### src/rtl/spi_mem_writer.sv
// spi_mem_writer
// Serial-to-memory write sequencer. Bytes arrive MSB first on mosi, one bit
// per sclkPosEdge strobe, framed by an active-low csN. The first byte of a
// frame selects the start address; every following byte becomes a one-clk
// write strobe to memory, after which the address auto-increments and wraps
// from depth-1 back to wrapAddr.
//
// Ports:
//   clk         system clock, all logic on the rising edge
//   rstN        asynchronous active-low reset
//   sclkPosEdge one-clk strobe marking a serial-clock rising edge (synchronized)
//   csN         frame select, active low (synchronized)
//   mosi        serial data, sampled on the sclkPosEdge cycle
//   wrEn        when low, data bytes are received but discarded
//   memAddr     write address presented to memory
//   memData     write data presented to memory
//   memWe       one-clk write strobe
//   busy        high while a frame is in progress (ADDR or DATA)
//   wrapped     sticky flag, set when a write at depth-1 wraps to wrapAddr
module spi_mem_writer #(
    parameter int addrWidth = 4,
    parameter int depth     = 2 ** addrWidth,
    parameter int wrapAddr  = 0
) (
    input  logic                 clk,
    input  logic                 rstN,
    input  logic                 sclkPosEdge,
    input  logic                 csN,
    input  logic                 mosi,
    input  logic                 wrEn,
    output logic [addrWidth-1:0] memAddr,
    output logic [7:0]           memData,
    output logic                 memWe,
    output logic                 busy,
    output logic                 wrapped
);

    typedef enum logic [1:0] {
        IDLE = 2'd0,
        ADDR = 2'd1,
        DATA = 2'd2
    } state_t;

    localparam logic [addrWidth-1:0] lastAddr  = addrWidth'(depth - 1);
    localparam logic [addrWidth-1:0] wrapAddrL = addrWidth'(wrapAddr);

    state_t      state;
    logic [6:0]  shiftReg;
    logic [2:0]  bitCnt;
    logic [7:0]  nextByte;

    // Only seven bits need to be kept: the eighth arrives on mosi in the
    // same cycle the byte completes, so the full byte is formed on the fly.
    assign nextByte = {shiftReg, mosi};

    // Single sequencer process. The address advance is keyed off memWe
    // itself so that it happens on the edge that ends the write cycle,
    // independent of what csN or the serial side do in that cycle. memWe can
    // only be high in DATA, so the advance never collides with the address
    // load in ADDR or the wrapped clear in IDLE.
    always_ff @(posedge clk or negedge rstN) begin
        if (!rstN) begin
            state    <= IDLE;
            memAddr  <= '0;
            memData  <= '0;
            memWe    <= 1'b0;
            busy     <= 1'b0;
            wrapped  <= 1'b0;
            shiftReg <= '0;
            bitCnt   <= '0;
        end else begin
            memWe <= 1'b0;

            if (memWe) begin
                if (memAddr == lastAddr) begin
                    memAddr <= wrapAddrL;
                    wrapped <= 1'b1;
                end else begin
                    memAddr <= memAddr + 1'b1;
                end
            end

            case (state)
                IDLE: begin
                    // A strobe in the frame-start cycle is deliberately ignored.
                    if (!csN) begin
                        state    <= ADDR;
                        busy     <= 1'b1;
                        bitCnt   <= '0;
                        shiftReg <= '0;
                        wrapped  <= 1'b0;
                    end
                end

                ADDR, DATA: begin
                    // csN high wins over a coincident strobe; the partial
                    // byte is simply dropped.
                    if (csN) begin
                        state <= IDLE;
                        busy  <= 1'b0;
                    end else if (sclkPosEdge) begin
                        shiftReg <= nextByte[6:0];
                        bitCnt   <= bitCnt + 3'd1;
                        if (bitCnt == 3'd7) begin
                            if (state == ADDR) begin
                                memAddr <= nextByte[addrWidth-1:0];
                                state   <= DATA;
                            end else if (wrEn) begin
                                memData <= nextByte;
                                memWe   <= 1'b1;
                            end
                        end
                    end
                end

                default: begin
                    state <= IDLE;
                    busy  <= 1'b0;
                end
            endcase
        end
    end

endmodule

### config.mk
export PLATFORM = sky130hd
export DESIGN_NAME = spi_mem_writer
export DESIGN_NICKNAME = d
export VERILOG_FILES = /design/src/rtl/spi_mem_writer.sv
export SDC_FILE = /design/constraint.sdc
export NUM_CORES = 1
export LEC_CHECK = 0
export ABC_CLOCK_PERIOD_IN_PS = 2700
export CAP_MARGIN = 25
export CORE_MARGIN = 4
export CORE_UTILIZATION = 51
export CTS_CLUSTER_DIAMETER = 80
export DETAILED_ROUTE_END_ITERATION = 8
export HOLD_SLACK_MARGIN = 0.03
export PLACE_DENSITY = 0.8
export REMOVE_ABC_BUFFERS = 1
export SLEW_MARGIN = 0
export SYNTH_ARGS = -nofsm -noshare
export SYNTH_HDL_FRONTEND = slang
export SYNTH_SLANG_ARGS = --single-unit
### constraint.sdc
create_clock -name clk -period 2.7 [get_ports clk]
set_clock_uncertainty 0.1 [all_clocks]
set_input_delay 0.675 -clock clk [delete_from_list [all_inputs] [get_ports clk]]
set_output_delay 0.675 -clock clk [all_outputs]
set_load 0.03 [all_outputs]
==> results of run 1 <==
## registers in the layout, summed over array words and instances (netlist names)
name,count
memData,8
shiftReg,7
memAddr,4
bitCnt,3
state,2
busy,1
memWe,1
wrapped,1
## Yosys cell counts, types with 2 or more instances
cell / number / area, um2
a22o_1: 9 / 78.8
buf_2: 2 / 10.0
clkbuf_1: 2 / 7.51
dfrtp_1: 27 / 676
ha_1: 5 / 62.6
inv_1: 3 / 11.3
mux2_4: 11 / 165
mux2i_1: 2 / 20.0
nand2_1: 5 / 18.8
nor2_1: 2 / 7.51
## layout make-up
class | instances | area, um2 | area share, %
sequential | 27 | 676 | 45.3
tap | 28 | 35.0 | 2.35
timing repair buffer | 23 | 223 | 14.9
multi-input combinational | 55 | 520 | 34.9
clock buffer | 3 | 22.5 | 1.51
inverter | 3 | 11.3 | 0.754
clock inverter | 1 | 5.00 | 0.335
## metal layers
layer  vias to the layer above  GRT usage (%)  part of all wire, %
met1                       395           19.9                   46
met5                         -              0                    0
met2                        13           24.6                   49
met4                         0           2.65                 0.59
li1                        371              -                    -
met3                         3           4.98                  4.1
## power groups by stage
| stage | Sequential (uW) | Combinational [uW] | Clock [uW] |
|---|---|---|---|
| 2_1_floorplan | 508 | 153 | 0 |
| 3_3_place_gp | 497 | 235 | 0 |
| 3_5_place_dp | 500 | 246 | 0 |
| 4_1_cts | 491 | 247 | 178 |
| 5_1_grt | 500 | 272 | 199 |
| 6_report | 490 | 246 | 170 |
## metrics by stage
step | setup slack (ps) | util, % | total power (uW)
floorplan | 489 | - | 661
global placement | 240 | 65.0 | 733
detailed placement | 163 | 65.0 | 746
CTS | 401 | 66.2 | 916
global route | 333 | 66.2 | 971
finish | 412 | 66.2 | 906
## logic make-up after synthesis
logic type      share of synthesized area, %
mux                                     15.9
compound gates                          11.6
fa+ha+maj                               5.06
flops                                   54.7
xor+xnor                                1.42
simple gates                            8.10
buf+inv                                 3.24
## path summary, 6_finish.rpt
path,from,slack [ps],end,depth (start not counted)
min in group asynchronous,rstN,590,memData[6]$_DFFE_PN0P_,2
worst max register to register,state[0]$_DFFE_PN0P_,520,memData[4]$_DFFE_PN0P_,6
worst min register to register,memData[0]$_DFFE_PN0P_,430,memData[0]$_DFFE_PN0P_,1
worst max-delay path,memWe$_DFF_PN0_,410,memWe,1
max in group asynchronous,rstN,1650,shiftReg[2]$_DFFE_PN0P_,2
worst min-delay path,memData[0]$_DFFE_PN0P_,430,memData[0]$_DFFE_PN0P_,1
==> impl_metrics.py, run 1 <==
metrics = {
    "run_status": {
        "status": "complete, no violations",
    },
    "global_route": {
        "grt_pass1_wl_um": 3820,
        "grt_pass1_vias": 814,
        "antenna_found_initial": 0,
        "grt.total_usage_pct": 15.1,
        "grt_max_degree": 28,
        "overflow": 0,
    },
    "sta": {
        "max_freq_mhz": 437,
        "rsz0062_at_grt": "false",
        "timing.final.crit_period_ps": 2290,
        "hold_viol": 0,
        "slew_headroom_pct": 77.6,
        "finalCritPeriodShare_pct": 84.7,
        "worstMarginPinSlew_ps": 337,
        "setup_tns_ps": 0,
        "setup_viol": 0,
        "whs_ps": 425,
        "maxSlewViolCount": 0,
    },
    "pwr": {
        "peakVddDrop_uv": 454,
        "p_sw_share_pct": 31.3,
        "p_leak_uw": 0.000716,
        "p_int_uw": 622,
        "pwr-share-seq_pct": 54.1,
        "switchingPower_uw": 284,
        "power_frac_comb_pct": 27.1,
        "power.density_nw_per_um2": 607,
        "power_frac_clock_pct": 18.8,
    },
    "clock_network": {
        "cts_num_sinks": 27,
        "cts_resized": 0,
        "holdBufCountCts": 0,
        "ctsHtreeMaxLevel": 1,
        "clockBufferDepth": 2,
        "cts.reportedPaths.clkPinSlew_ps": 140,
        "post_cts_buffers": 0,
        "insertion_delay_ps": 330,
        "cts_buffers": 3,
        "cts_tree": "built",
        "cts_root_buf": "clkbuf_4",
    },
    "worst_setup_path": {
        "critPathMaxStageDelay_ps": 710,
        "worstSetupEndpointType": "output pin",
        "worstPathCellList": "clkdlybuf4s50_1",
        "critPathKind": "flop to output pin",
        "worstSetupStartpointType": "flop",
        "path_max_fanout": 6,
        "critPathTopFamily": "buffers and inverters",
        "critical_path_arrival_ps": 1510,
        "crit_path_top_delay_cell": "clkdlybuf4s50_1",
        "critPathBufInv": 1,
        "worstPathRequired_ps": 1920,
    },
    "die": {
        "fp.dieW_um": 57.2,
        "io_pins": 21,
        "row_count": 17,
        "core_area_um2": 2250,
        "start_util_pct": 54.8,
        "dieArea_um2": 3280,
        "die_h_um": 57.2,
    },
    "detailed_routing": {
        "vias": 782,
        "wire_per_inst_um": 15.8,
        "wl_um": 2210,
        "drc": 0,
        "ant_nets": 0,
        "drt-initial-drc-count": 11,
        "routed_via_density": 5.59,
        "first_pass_iters": 3,
    },
    "final_layout": {
        "diodes": 0,
        "syn_to_final_growth_pct": 20.7,
        "final_common_cell": "dfrtp_1",
        "nets": 124,
        "final_cells": 140,
        "drive_gt1_share_pct": 17.9,
        "fin_area_um2": 1490,
        "nFillCells": 190,
        "mostFrequentLayoutCells": "dfrtp_1 (27), clkdlybuf4s50_1 (20), mux2_4 (11)",
    },
    "synthesis": {
        "ys.flop_type": "dfrtp_1",
        "syn_inst": 90,
        "yosys_warnings": 0,
        "ys_seq_area_share_pct": 54.7,
        "synth_edf_count": 0,
        "syn-cell-area_um2": 1240,
        "synth-seq-cells": 27,
        "synth.distinct_cells": 32,
        "postSynthAreaPerCell_um2": 13.7,
        "async_flop_share_pct": 100,
    },
    "place": {
        "dpl_cell_area_um2": 1470,
        "dp_cells": 136,
        "globalplace.congestion": 0.794,
        "hpwl_um": 1680,
        "portBuffers": 20,
    },
    "worst_hold_path": {
        "min_path_type": "flop to flop",
    },
    "flow_run": {
        "cap_violations": 0,
    },
}
Power figures use the tool's default switching activity.
==> run 2: changes to the inputs <==
--- a/config.mk
+++ b/config.mk
@@ -5,14 +5,14 @@
 export SDC_FILE = /design/constraint.sdc
 export NUM_CORES = 1
 export LEC_CHECK = 0
-export ABC_CLOCK_PERIOD_IN_PS = 2700
+export ABC_CLOCK_PERIOD_IN_PS = 2050
 export CAP_MARGIN = 25
 export CORE_MARGIN = 4
-export CORE_UTILIZATION = 51
+export CORE_UTILIZATION = 46
 export CTS_CLUSTER_DIAMETER = 80
 export DETAILED_ROUTE_END_ITERATION = 8
 export HOLD_SLACK_MARGIN = 0.03
-export PLACE_DENSITY = 0.8
+export PLACE_DENSITY = 0.77
 export REMOVE_ABC_BUFFERS = 1
 export SLEW_MARGIN = 0
 export SYNTH_ARGS = -nofsm -noshare
==> constraint.sdc (replaced) <==
create_clock -name clk -period 2.05 [get_ports clk]
set_clock_uncertainty 0.1 [all_clocks]
set_input_delay 0.5125 -clock clk [delete_from_list [all_inputs] [get_ports clk]]
set_output_delay 0.5125 -clock clk [all_outputs]
set_load 0.03 [all_outputs]
==> run 2 against run 1 <==
Cell area grew 2.8%. Non-clock buffer count up 3. Critical path type unchanged. Sequential cell count is the same. Clock-buffer cell count grew 1. Critical endpoint is now memData[4]. Clock power increased by 34%.
==> impl_metrics.py, run 2 (synthesis results as in run 1) <==
metrics = {
    "final_layout": {
        "multi_input_area_um2": 520,
        "final_cells": 145,
        "post-route-util_pct": 60.8,
        "nets": 127,
        "fin_area_um2": 1530,
        "regArea_um2": 676,
        "drive_gt1_share_pct": 19.1,
        "largest_reg_flops": 8,
        "nFillCells": 210,
        "mostFrequentLayoutCells": "dfrtp_1 (27), clkdlybuf4s50_1 (12), mux2_4 (11)",
        "regMostFlops": "memData",
        "top_regs": "memData x8, shiftReg x7, memAddr x4",
        "syn_to_final_growth_pct": 24.1,
        "diodes": 0,
        "final_common_cell": "dfrtp_1",
    },
    "global_route": {
        "overflow": 0,
        "grt_pass1_vias": 771,
        "grt_pass1_wl_um": 3640,
        "grt.total_usage_pct": 13.8,
        "antenna_found_initial": 0,
        "grt_max_degree": 28,
    },
    "place": {
        "dpl_cell_area_um2": 1500,
        "portBuffers": 20,
        "hpwl_um": 1620,
        "dp_cells": 141,
        "globalplace.congestion": 0.865,
    },
    "pwr": {
        "power_frac_clock_pct": 18.8,
        "power_frac_comb_pct": 27.7,
        "p_leak_uw": 0.000825,
        "switchingPower_uw": 377,
        "pwr-share-seq_pct": 53.5,
        "p_int_uw": 833,
        "p_sw_share_pct": 31.2,
        "peakVddDrop_uv": 583,
        "power.density_nw_per_um2": 789,
    },
    "detailed_routing": {
        "drt-initial-drc-count": 35,
        "wl_um": 2220,
        "wire_per_inst_um": 15.3,
        "vias": 780,
        "top_layer": "met4",
        "first_pass_iters": 2,
        "wl_met2_um": 1100,
        "routed_via_density": 5.38,
        "ant_nets": 0,
        "wl_met3_um": 102,
        "drc": 0,
        "wl_met1_um": 1000,
    },
    "die": {
        "die_h_um": 59.8,
        "row_count": 18,
        "dieArea_um2": 3580,
        "core_area_um2": 2520,
        "io_pins": 21,
        "fp.dieW_um": 59.8,
        "start_util_pct": 49.0,
    },
    "clock_network": {
        "cts_num_sinks": 27,
        "insertion_delay_ps": 330,
        "post_cts_buffers": 0,
        "clockBufferDepth": 2,
        "cts.reportedPaths.clkPinSlew_ps": 130,
        "cts_buffers": 3,
        "cts_root_buf": "clkbuf_4",
        "cts_tree": "built",
        "ctsHtreeMaxLevel": 1,
    },
    "sta": {
        "hold_viol": 0,
        "worstMarginPinSlew_ps": 359,
        "max_freq_mhz": 499,
        "setup_tns_ps": 0,
        "timing.final.crit_period_ps": 2010,
        "slew_headroom_pct": 76.0,
        "setup_viol": 0,
        "rsz0062_at_grt": "false",
        "finalCritPeriodShare_pct": 97.8,
        "maxSlewViolCount": 0,
    },
    "worst_setup_path": {
        "crit_path_top_delay_cell": "clkdlybuf4s50_1",
        "worstSetupStartpointType": "flop",
        "critPathMaxStageDelay_ps": 680,
        "worstPathCellList": "clkdlybuf4s50_1",
        "endpoint": "memData[4]",
        "cp-startpoint": "memData[4]$_DFFE_PN0P_",
        "reg2reg_slack_ps": 170,
        "worstPathRequired_ps": 1440,
        "critPathKind": "flop to output pin",
        "r2r-end": "memData[6]$_DFFE_PN0P_",
        "crit-reg2reg-launch": "state[0]$_DFFE_PN0P_",
        "critPathTopFamily": "buffers and inverters",
        "worstSetupEndpointType": "output pin",
        "path_max_fanout": 2,
        "ff2ff_path_depth": 6,
        "critPathBufInv": 1,
        "critical_path_arrival_ps": 1390,
        "critical_path_depth": 1,
    },
    "worst_hold_path": {
        "min_from": "memData[2]$_DFFE_PN0P_",
        "hold_depth": 1,
        "min_path_type": "flop to flop",
    },
    "run_status": {
        "status": "complete, no violations",
    },
    "flow_run": {
        "cap_violations": 0,
    },
}
==> run 2: changes by cell type in the layout (fill, tap and decap cells not counted), sizes merged <==
cell / before / now
dlygate4sd2: 0 / 4
dlymetal6s2s: 0 / 4
clkinv: 1 / 0
clkbuf: 3 / 4
buf: 3 / 6
clkdlybuf4s50: 20 / 12
==> run 2: repair_timing <==
item | in CTS | in global routing
gates resized for setup | 4 | 4
endpoints found under the setup margin | 4 | 4
hold buffers | 0 | 0
pin swaps | 0 | 0
==> run 2: through the flow <==
stage	hold slack (ps)	power [uW]	worst slack [ps]
2_1_floorplan	117	870	-161
3_3_place_gp	387	975	-55.9
3_5_place_dp	391	996	-79.1
4_1_cts	427	1220	3.72
5_1_grt	446	1280	0.134
6_report	424	1210	44.5
==> run 2: routing by layer <==
| metal | up-vias | GRT usage [%] |
|---|---|---|
| li1 | 378 | - |
| met1 | 386 | 19.1 |
| met2 | 13 | 21.0 |
| met3 | 3 | 4.75 |
| met4 | 0 | 2.85 |
| met5 | - | 0 |
==> run 2: power by group through the flow <==
stage                     logic (uW)  clock network, uW  registers [uW]
final                            335                228             648
after global routing             372                250             656
after CTS                        339                234             648
after detailed placement         338                  0             658
after global placement           321                  0             654
after floorplan                  202                  0             669
==> run 2: worst min path at each step <==
stage                                         to  slack (ps)
after floorplan            bitCnt[0]$_DFFE_PN0P_         120
after global placement     bitCnt[1]$_DFFE_PN0P_         390
after detailed placement  memData[2]$_DFFE_PN0P_         390
after CTS                 memData[2]$_DFFE_PN0P_         430
after global routing        memAddr[3]$_DFF_PN0_         450
final                     memData[2]$_DFFE_PN0P_         420
==> run 2: cell type report <==
type	instances	share of cell area, %
clock buffers	4	1.71
inverters	3	0.734
multi-input cells	55	33.9
flip-flops and latches	27	44.0
well taps	30	2.45
repair buffers	26	17.1
==> run 3: changes to the inputs <==
--- a/config.mk
+++ b/config.mk
@@ -5,14 +5,13 @@
 export SDC_FILE = /design/constraint.sdc
 export NUM_CORES = 1
 export LEC_CHECK = 0
-export ABC_CLOCK_PERIOD_IN_PS = 2050
-export CAP_MARGIN = 25
+export ABC_CLOCK_PERIOD_IN_PS = 2590
 export CORE_MARGIN = 4
-export CORE_UTILIZATION = 46
+export CORE_UTILIZATION = 55
 export CTS_CLUSTER_DIAMETER = 80
 export DETAILED_ROUTE_END_ITERATION = 8
 export HOLD_SLACK_MARGIN = 0.03
-export PLACE_DENSITY = 0.77
+export PLACE_DENSITY = 0.85
 export REMOVE_ABC_BUFFERS = 1
 export SLEW_MARGIN = 0
 export SYNTH_ARGS = -nofsm -noshare
==> constraint.sdc (replaced) <==
create_clock -name clk -period 2.59 [get_ports clk]
set_clock_uncertainty 0.1 [all_clocks]
set_input_delay 0.6475 -clock clk [delete_from_list [all_inputs] [get_ports clk]]
set_output_delay 0.6475 -clock clk [all_outputs]
set_load 0.03 [all_outputs]
==> run 3 against run 2 <==
Clock power decreased by 20%. First-iteration DRC count fell by 74%. Critical endpoint is now memWe. Utilization is 13 points higher. Global-route usage up 2.4 points. Cell area down 2.1%. Routed wire length rose by 2.5%. Power down 21%. Cell count down 3.4%. Via count decreased by 0.13%. Highest routed layer unchanged. Combinational power decreased by 22%. Die area down 14%. Sequential cell count is the same. Largest power group unchanged. Critical path type unchanged.
==> impl_metrics.py, run 3 (synthesis results as in run 1) <==
metrics = {
    "clock_network": {
        "cts_num_sinks": 27,
        "cts_tree": "built",
        "cts.reportedPaths.clkPinSlew_ps": 150,
        "cts_buffers": 3,
        "holdBufCountCts": 0,
        "post_cts_buffers": 0,
        "cts_resized": 0,
        "clockBufferDepth": 2,
        "insertion_delay_ps": 320,
        "cts_root_buf": "clkbuf_4",
        "ctsHtreeMaxLevel": 1,
    },
    "sta": {
        "hold_viol": 0,
        "worstMarginPinSlew_ps": 386,
        "rsz0062_at_grt": "false",
        "whs_ps": 425,
        "setup_tns_ps": 0,
        "slew_headroom_pct": 73.9,
        "finalCritPeriodShare_pct": 87.1,
        "timing.final.crit_period_ps": 2260,
        "max_freq_mhz": 443,
        "maxSlewViolCount": 0,
        "setup_viol": 0,
    },
    "worst_setup_path": {
        "critPathBufInv": 1,
        "critical_path_depth": 1,
        "critical_path_arrival_ps": 1510,
        "critPathKind": "flop to output pin",
        "worstSetupEndpointType": "output pin",
        "worstSetupStartpointType": "flop",
        "critPathTopFamily": "buffers and inverters",
        "r2r-end": "memData[4]$_DFFE_PN0P_",
        "path_max_fanout": 6,
        "critPathMaxStageDelay_ps": 710,
        "cp-startpoint": "memWe$_DFF_PN0_",
        "worstPathCellList": "clkdlybuf4s50_1",
        "worstPathRequired_ps": 1840,
        "ff2ff_path_depth": 6,
        "crit_path_top_delay_cell": "clkdlybuf4s50_1",
        "crit-reg2reg-launch": "state[0]$_DFFE_PN0P_",
        "reg2reg_slack_ps": 470,
        "endpoint": "memWe",
    },
    "final_layout": {
        "top_regs": "memData x8, shiftReg x7, memAddr x4",
        "diodes": 0,
        "syn_to_final_growth_pct": 21.5,
        "nets": 125,
        "final_common_cell": "dfrtp_1",
        "nFillCells": 149,
        "largest_reg_flops": 8,
        "drive_gt1_share_pct": 18.6,
        "regMostFlops": "memData",
        "mostFrequentLayoutCells": "dfrtp_1 (27), clkdlybuf4s50_1 (20), mux2_4 (11)",
    },
    "die": {
        "die_h_um": 55.4,
        "fp.dieW_um": 55.4,
        "row_count": 16,
        "core_area_um2": 2040,
        "dieArea_um2": 3070,
        "start_util_pct": 60.5,
        "io_pins": 21,
    },
    "pwr": {
        "power.density_nw_per_um2": 637,
        "finalPower_uw": 957,
        "peakVddDrop_uv": 578,
        "p_leak_uw": 0.000717,
    },
    "worst_hold_path": {
        "min_path_type": "flop to flop",
        "min_from": "shiftReg[6]$_DFFE_PN0P_",
    },
    "detailed_routing": {
        "ant_nets": 0,
        "drc": 0,
        "wl_um": 2270,
        "wire_per_inst_um": 16.2,
        "routed_via_density": 5.56,
        "first_pass_iters": 4,
        "vias": 779,
        "drt-initial-drc-count": 9,
    },
    "global_route": {
        "grt.total_usage_pct": 16.2,
        "grt_pass1_wl_um": 4040,
        "grt_max_degree": 28,
        "antenna_found_initial": 0,
        "overflow": 0,
        "grt_pass1_vias": 842,
    },
    "place": {
        "portBuffers": 20,
        "hpwl_um": 1700,
        "globalplace.congestion": 0.721,
    },
    "flow_run": {
        "cap_violations": 0,
    },
    "run_status": {
        "status": "complete, no violations",
    },
}
==> run 3: worst min path at each step <==
| stage | end | slack (ps) | depth (start not counted) |
|---|---|---|---|
| after CTS | shiftReg[6]$_DFFE_PN0P_ | 430 | 1 |
| after global placement | wrapped$_DFF_PN0_ | 390 | 2 |
| after floorplan | bitCnt[0]$_DFFE_PN0P_ | 250 | 0 |
| after global routing | memData[2]$_DFFE_PN0P_ | 450 | 1 |
| final | shiftReg[6]$_DFFE_PN0P_ | 420 | 1 |
| after detailed placement | shiftReg[6]$_DFFE_PN0P_ | 390 | 1 |
==> run 3: metrics by stage <==
| step | setup slack (ps) | std cells | util (%) | area, um2 |
|---|---|---|---|---|
| after floorplan | 379 | 85 | - | 1210 |
| after global placement | 239 | 136 | 72.1 | 1470 |
| after detailed placement | 189 | 136 | 72.1 | 1470 |
| after CTS | 325 | 140 | 73.5 | 1500 |
| after global routing | 248 | 140 | 73.5 | 1500 |
| final | 334 | 140 | 73.5 | 1500 |
==> run 3: layout make-up <==
| class | instances | area, um2 | area share, % |
|---|---|---|---|
| Clock buffer | 3 | 22.5 | 1.50 |
| Sequential cell | 27 | 676 | 45.0 |
| Tap cell | 27 | 33.8 | 2.25 |
| Timing Repair Buffer | 24 | 230 | 15.3 |
| Clock inverter | 1 | 7.51 | 0.500 |
| Inverter | 3 | 11.3 | 0.750 |
| Multi-Input combinational cell | 55 | 520 | 34.7 |
==> run 3: layer usage <==
metal  track usage [%]  part of all wire [%]
met1              22.1                    46
met2              26.5                    51
met3              2.10                   2.6
met4              5.21                  0.44
met5                 0                     0
==> run 3: power breakdown <==
part           internal (uW)  switching (uW)
Clock                   58.9             123
Sequential               471            43.0
Combinational            121             140
Total                    652             306
